--- src/rtl/serial_compare_ctrl_if.sv ---
// Bundle between the compare requester, the sequencer and the 1-bit equality comparator.
// master = requester, slave = sequencer, datapath = external comparator.
interface serial_compare_ctrl_if #(
    parameter int WIDTH = 8
);
    logic                     start;
    logic [WIDTH-1:0]         a;
    logic [WIDTH-1:0]         b;
    logic                     cmp_x;
    logic                     cmp_y;
    logic                     cmp_z;
    logic                     busy;
    logic                     done;
    logic                     eq;
    logic                     gt;
    logic                     lt;
    logic [$clog2(WIDTH):0]   bits_cmp;

    modport master (
        output start, a, b,
        input  busy, done, eq, gt, lt, bits_cmp
    );

    modport slave (
        input  start, a, b, cmp_z,
        output cmp_x, cmp_y, busy, done, eq, gt, lt, bits_cmp
    );

    modport datapath (
        input  cmp_x, cmp_y,
        output cmp_z
    );
endinterface

--- src/rtl/serial_compare_ctrl.sv ---
// MSB-first serial magnitude compare of two operands through an external 1-bit
// equality comparator; stops at the first mismatching bit pair.
//   state | meaning
//   IDLE  | waiting for start, results held
//   RUN   | one bit pair per cycle on cmp_x/cmp_y
//   DONE  | one-cycle done pulse, start ignored
module serial_compare_ctrl #(
    parameter int WIDTH = 8
) (
    input  logic                 clk,
    input  logic                 rst_n,
    serial_compare_ctrl_if.slave bus
);
    localparam int IW = (WIDTH > 1) ? $clog2(WIDTH) : 1;
    localparam int BW = $clog2(WIDTH) + 1;

    typedef enum logic [1:0] {
        IDLE = 2'd0,
        RUN  = 2'd1,
        DONE = 2'd2
    } state_t;

    state_t           state;
    state_t           state_nxt;
    logic [WIDTH-1:0] a_sh;
    logic [WIDTH-1:0] b_sh;
    logic [IW-1:0]    idx;
    logic [BW-1:0]    bits_cmp;
    logic             eq;
    logic             gt;
    logic             lt;

    always_ff @(posedge clk or negedge rst_n) begin
        if (!rst_n) state <= IDLE;
        else        state <= state_nxt;
    end

    always_comb begin
        state_nxt = state;
        case (state)
            IDLE:    if (bus.start) state_nxt = RUN;
            RUN:     if (!bus.cmp_z || idx == '0) state_nxt = DONE;
            DONE:    state_nxt = IDLE;
            default: state_nxt = IDLE;
        endcase
    end

    always_ff @(posedge clk or negedge rst_n) begin
        if (!rst_n) begin
            a_sh     <= '0;
            b_sh     <= '0;
            idx      <= '0;
            bits_cmp <= '0;
            eq       <= 1'b0;
            gt       <= 1'b0;
            lt       <= 1'b0;
        end else begin
            case (state)
                IDLE: begin
                    if (bus.start) begin
                        a_sh     <= bus.a;
                        b_sh     <= bus.b;
                        idx      <= IW'(WIDTH - 1);
                        bits_cmp <= '0;
                        eq       <= 1'b0;
                        gt       <= 1'b0;
                        lt       <= 1'b0;
                    end
                end
                RUN: begin
                    bits_cmp <= bits_cmp + BW'(1);
                    // cmp_z is trusted even when the presented bits agree
                    if (!bus.cmp_z) begin
                        gt <= a_sh[WIDTH-1];
                        lt <= b_sh[WIDTH-1];
                        eq <= 1'b0;
                    end else if (idx == '0) begin
                        eq <= 1'b1;
                    end else begin
                        a_sh <= {a_sh[WIDTH-2:0], 1'b0};
                        b_sh <= {b_sh[WIDTH-2:0], 1'b0};
                        idx  <= idx - IW'(1);
                    end
                end
                default: ;
            endcase
        end
    end

    assign bus.cmp_x    = (state == RUN) & a_sh[WIDTH-1];
    assign bus.cmp_y    = (state == RUN) & b_sh[WIDTH-1];
    assign bus.busy     = (state != IDLE);
    assign bus.done     = (state == DONE);
    assign bus.eq       = eq;
    assign bus.gt       = gt;
    assign bus.lt       = lt;
    assign bus.bits_cmp = bits_cmp;
endmodule

--- src/flat_wrapper.sv ---
// flat-port wrapper written by rule: the top's interface ports become plain ports
module serial_compare_ctrl_flat 
#(
    parameter int WIDTH = 8
)
  (clk, rst_n, bus_start, bus_a, bus_b, bus_cmp_z, bus_cmp_x, bus_cmp_y, bus_busy, bus_done, bus_eq, bus_gt, bus_lt, bus_bits_cmp);
  serial_compare_ctrl_if #(.WIDTH(WIDTH)) bus_i ();
  input  logic clk;
  input  logic rst_n;
  input wire logic [$bits(bus_i.start)-1:0] bus_start;
  input wire logic [$bits(bus_i.a)-1:0] bus_a;
  input wire logic [$bits(bus_i.b)-1:0] bus_b;
  input wire logic [$bits(bus_i.cmp_z)-1:0] bus_cmp_z;
  output wire logic [$bits(bus_i.cmp_x)-1:0] bus_cmp_x;
  output wire logic [$bits(bus_i.cmp_y)-1:0] bus_cmp_y;
  output wire logic [$bits(bus_i.busy)-1:0] bus_busy;
  output wire logic [$bits(bus_i.done)-1:0] bus_done;
  output wire logic [$bits(bus_i.eq)-1:0] bus_eq;
  output wire logic [$bits(bus_i.gt)-1:0] bus_gt;
  output wire logic [$bits(bus_i.lt)-1:0] bus_lt;
  output wire logic [$bits(bus_i.bits_cmp)-1:0] bus_bits_cmp;
  assign bus_i.start = bus_start;
  assign bus_i.a = bus_a;
  assign bus_i.b = bus_b;
  assign bus_i.cmp_z = bus_cmp_z;
  assign bus_cmp_x = bus_i.cmp_x;
  assign bus_cmp_y = bus_i.cmp_y;
  assign bus_busy = bus_i.busy;
  assign bus_done = bus_i.done;
  assign bus_eq = bus_i.eq;
  assign bus_gt = bus_i.gt;
  assign bus_lt = bus_i.lt;
  assign bus_bits_cmp = bus_i.bits_cmp;
  serial_compare_ctrl #(.WIDTH(WIDTH)) u_core (.clk(clk), .rst_n(rst_n), .bus(bus_i));
endmodule
--- config.mk ---
export PLATFORM = sky130hd
export DESIGN_NAME = serial_compare_ctrl_flat
export DESIGN_NICKNAME = d
export VERILOG_FILES = /design/src/rtl/serial_compare_ctrl_if.sv /design/src/rtl/serial_compare_ctrl.sv /design/src/flat_wrapper.sv
export SDC_FILE = /design/constraint.sdc
export NUM_CORES = 1
export LEC_CHECK = 0
export CAP_MARGIN = 10
export CORE_UTILIZATION = 40
export CTS_BUF_LIST = sky130_fd_sc_hd__clkbuf_16
export DETAILED_ROUTE_END_ITERATION = 16
export GPL_ROUTABILITY_DRIVEN = 0
export PLACE_DENSITY_LB_ADDON = 0.25
export SETUP_SLACK_MARGIN = 0.2
export SLEW_MARGIN = 10
export SYNTH_ARGS = -nofsm -noshare
export SYNTH_HDL_FRONTEND = slang
export SYNTH_SLANG_ARGS = --single-unit
--- constraint.sdc ---
create_clock -name clk -period 1.7 [get_ports clk]
set_input_delay 0.34 -clock clk [delete_from_list [all_inputs] [get_ports clk]]
set_output_delay 0.34 -clock clk [all_outputs]
set_load 0.1 [all_outputs]
==> reports/summary.json <==
{
  "critical_path.startpoint_type": "register",
  "grt_pass1_vias": 1219,
  "cp_slowest_stage_delay_ns": 0.45,
  "timing.final.crit_period_ns": 1.60,
  "timing.critical_path.to_type": "primary output",
  "worst-r2r-setup-slack_ns": 0.16,
  "finalHoldViolCount": 0,
  "nNetsFinal": 195,
  "cts.htree.levels": 1,
  "timing.rr.start": "u_core.state[0]",
  "mostFrequentLayoutCell": "sky130_fd_sc_hd__dfrtp_1",
  "synthesis.instances": 125,
  "drv_cap": 0,
  "switching_share_pct": 42.0,
  "setup-tns-final_ns": 0,
  "skew_ns": 0.00355,
  "critical_path_peak_fanout": 5,
  "result_of_the_run": "finished, final reports clean",
  "whs_ns": 0.454,
  "portBuffers": 30,
  "power_leakage_nw": 0.881,
  "worst_r2r_path_depth": 6,
  "worst-endpoint-required_ns": 1.36,
  "grt_start_max_net_pins": 29,
  "power.ir.vdd_worst_uv": 695,
  "most-common-layout-cells": "sky130_fd_sc_hd__dfrtp_1 (23), sky130_fd_sc_hd__clkdlybuf4s50_1 (18), sky130_fd_sc_hd__nand2b_1 (15)",
  "p_per_area_nw_per_um2": 1800,
  "floorplan.initialDensity_pct": 42.1,
  "overall_routing_resource_usage_pct": 20.1,
  "setup.worst_path.class": "reg -> out",
  "yosys_warnings": 0,
  "syn-cell-area_sq_um": 1400,
  "arrival_ns": 1.26,
  "cts_inserted_buffers": 3,
  "final_max_slew_viol_count": 0,
  "ctsLongestPathBuffers": 2,
  "fmaxAchievable_mhz": 623,
  "detail_route.wl_per_cell_microns": 14.5,
  "biggest_area_consumer_among_synthesized_cells": "sky130_fd_sc_hd__dfrtp_1",
  "route.detailed.drc": 0,
  "tritoncts": "yes",
  "synth_largest_type_area_fraction_pct": 49.9,
  "detailroute.via_count": 1155,
  "drt-vias-per-instance": 5.32,
  "clock_insertion_delay_at_the_later_pin_of_the_skew_report_ns": 0.26,
  "mappedNetlistNets": 148,
  "grt_first_pass_wirelength_mm": 5.52,
  "cells_along_the_critical_path": "buf_6 > or2_4 > buf_12",
  "wl_final_mm": 3.14,
  "p_sw_w": 0.00162,
  "std_cell_rows": 21,
  "layout-area-overhead-vs-synth_pct": 53.1,
  "global_route.overflow_total": 0,
  "power_frac_comb_pct": 54.6,
  "clock_power_share_pct": 13.8,
  "clk_transition_reported_paths_ns": 0.06,
  "post_cts_hold_buffer_count": 0,
  "synth.distinct_cells": 28,
  "synthTopCellsByArea": "sky130_fd_sc_hd__dfrtp_1 (50%), sky130_fd_sc_hd__o221a_1 (11%), sky130_fd_sc_hd__nand2b_1 (7.1%), sky130_fd_sc_hd__nand3_1 (2.9%), sky130_fd_sc_hd__ha_1 (2.7%)",
  "final_min_period_over_clock_period_pct": 94.4,
  "critPathTopFamily": "flip-flops",
  "antenna_found_initial": 0,
  "clock-sinks": 28,
  "cts-root-buf": "sky130_fd_sc_hd__clkbuf_16",
  "regToRegEndpoint": "u_core.a_sh[2]",
  "die_height_microns": 61.2,
  "postSynthAreaPerCell_sq_um": 11.2,
  "num_antenna_cells": 0,
  "critical_path_cell_count": 3,
  "synth-seq-area-share_pct": 49.9,
  "design.die.area_sq_um": 3750,
  "worst_setup_path_endpoint": "bus_busy",
  "cp-startpoint": "u_core.state[0]",
  "drc_marker_count_from_the_first_detailed_route_iteration": 55,
  "setup_viol_count_final": 0,
  "ys_ff_latch": 28,
  "drive_gt1_share_pct": 31.6,
  "rsz0062_at_grt": "yes",
  "post-dp-hpwl_mm": 2.20,
  "dr.pass1.iters": 4,
  "worst-path-buf-inv": 2,
  "core_area_sq_um": 3340,
  "design_internal_power_w": 0.00224,
  "worst-slew-pin-transition_ns": 0.354,
  "critical-path-slowest-cell": "sky130_fd_sc_hd__dfrtp_2",
  "floorplan.die.width_microns": 61.2,
  "seq_power_share_pct": 31.6,
  "worst_slew_margin_rel_pct": 76.4,
  "min_path_type": "in -> async",
  "drt.antenna.violating_nets": 0,
  "boundaryPins": 31
}
layout make-up:
| class | count | area, sq um |
|---|---|---|
| fill | 275 | 1190 |
| sequential | 28 | 707 |
| multi-input combinational | 84 | 673 |
| timing repair buffer | 51 | 618 |
| clock buffer | 3 | 75.1 |
| tap | 46 | 57.6 |
| inverter | 4 | 15.0 |
| clock inverter | 1 | 3.75 |
registers in the layout, indices dropped and copies added (netlist names):
signal,flops
u_core.a_sh,8
u_core.b_sh,8
u_core.bus.bits_cmp,4
u_core.idx,3
u_core.state,2
u_core.bus.eq,1
u_core.bus.gt,1
u_core.bus.lt,1
routing by layer:
metal | vias up | share of wire [%] | global-route usage, %
met5 | - | 0 | 0
met4 | 0 | 2.1 | 9.09
met3 | 9 | 3.9 | 3.57
met2 | 35 | 53 | 35.2
met1 | 565 | 41 | 24.2
li1 | 546 | - | -
cells in the mapped netlist (all sizes together):
cell type  count
buf            8
o221a         14
xor2           2
inv            4
and2           2
or2            1
mux2i          1
nand2          7
nor3b          2
o311a          2
nor2           4
or3b           1
nand3          8
o31ai          1
clkbuf         1
ha             3
a22o           2
dfrtp         28
nand4          3
a21oi          3
nand2b        16
o21ai          3
o221ai         2
nor2b          6
nand3b         1
power groups by stage:
stage	Sequential [W]	Clock, W	Combinational (W)
after floorplan	0.00153	0	0.000872
after global placement	0.00120	0	0.00186
after detailed placement	0.00122	0	0.00191
after CTS	0.00122	0.000548	0.00208
after global routing	0.00126	0.000570	0.00224
final	0.00122	0.000534	0.00211
per-stage QoR:
step	util (%)	worst slack (ns)	instance area [sq um]	total power, W	cells
after CTS	63.6	0.110	2120	0.00384	215
after global routing	64.4	0.0685	2150	0.00407	217
after global placement	57.9	-0.0959	1930	0.00306	205
after floorplan	-	0.199	1420	0.00240	125
final	64.4	0.0960	2150	0.00387	217
after detailed placement	57.9	-0.126	1930	0.00312	205
repair_timing:
action | CTS | global route
pin swaps | 6 | 10
endpoints found under the setup margin | 20 | 24
gates resized for setup | 18 | 3
gates cloned | 1 | 0
setup buffers | 5 | 2
logic make-up after synthesis:
kind of cell	synth area share, %
xor gates and xnor gates	1.25
buffers and inverters	5.79
adders and majority gates	2.67
AOI/OAI and AO/OA	18.8
and+or+nand+nor	20.9
DFF	49.9
muxes	0.713
how the worst min path moves through the flow:
stage | cells after the start | to | start | slack (ns)
5_1_grt | 2 | u_core.b_sh[0] | rst_n | 0.50
4_1_cts | 2 | u_core.b_sh[1] | rst_n | 0.47
3_5_place_dp | 1 | u_core.idx[2] | u_core.idx[2] | 0.51
2_1_floorplan | 0 | u_core.a_sh[0] | rst_n | 0.04
6_report | 2 | u_core.b_sh[0] | rst_n | 0.45
3_3_place_gp | 1 | u_core.idx[2] | u_core.idx[2] | 0.49
No activity file was read; power rests on OpenSTA's default activity.
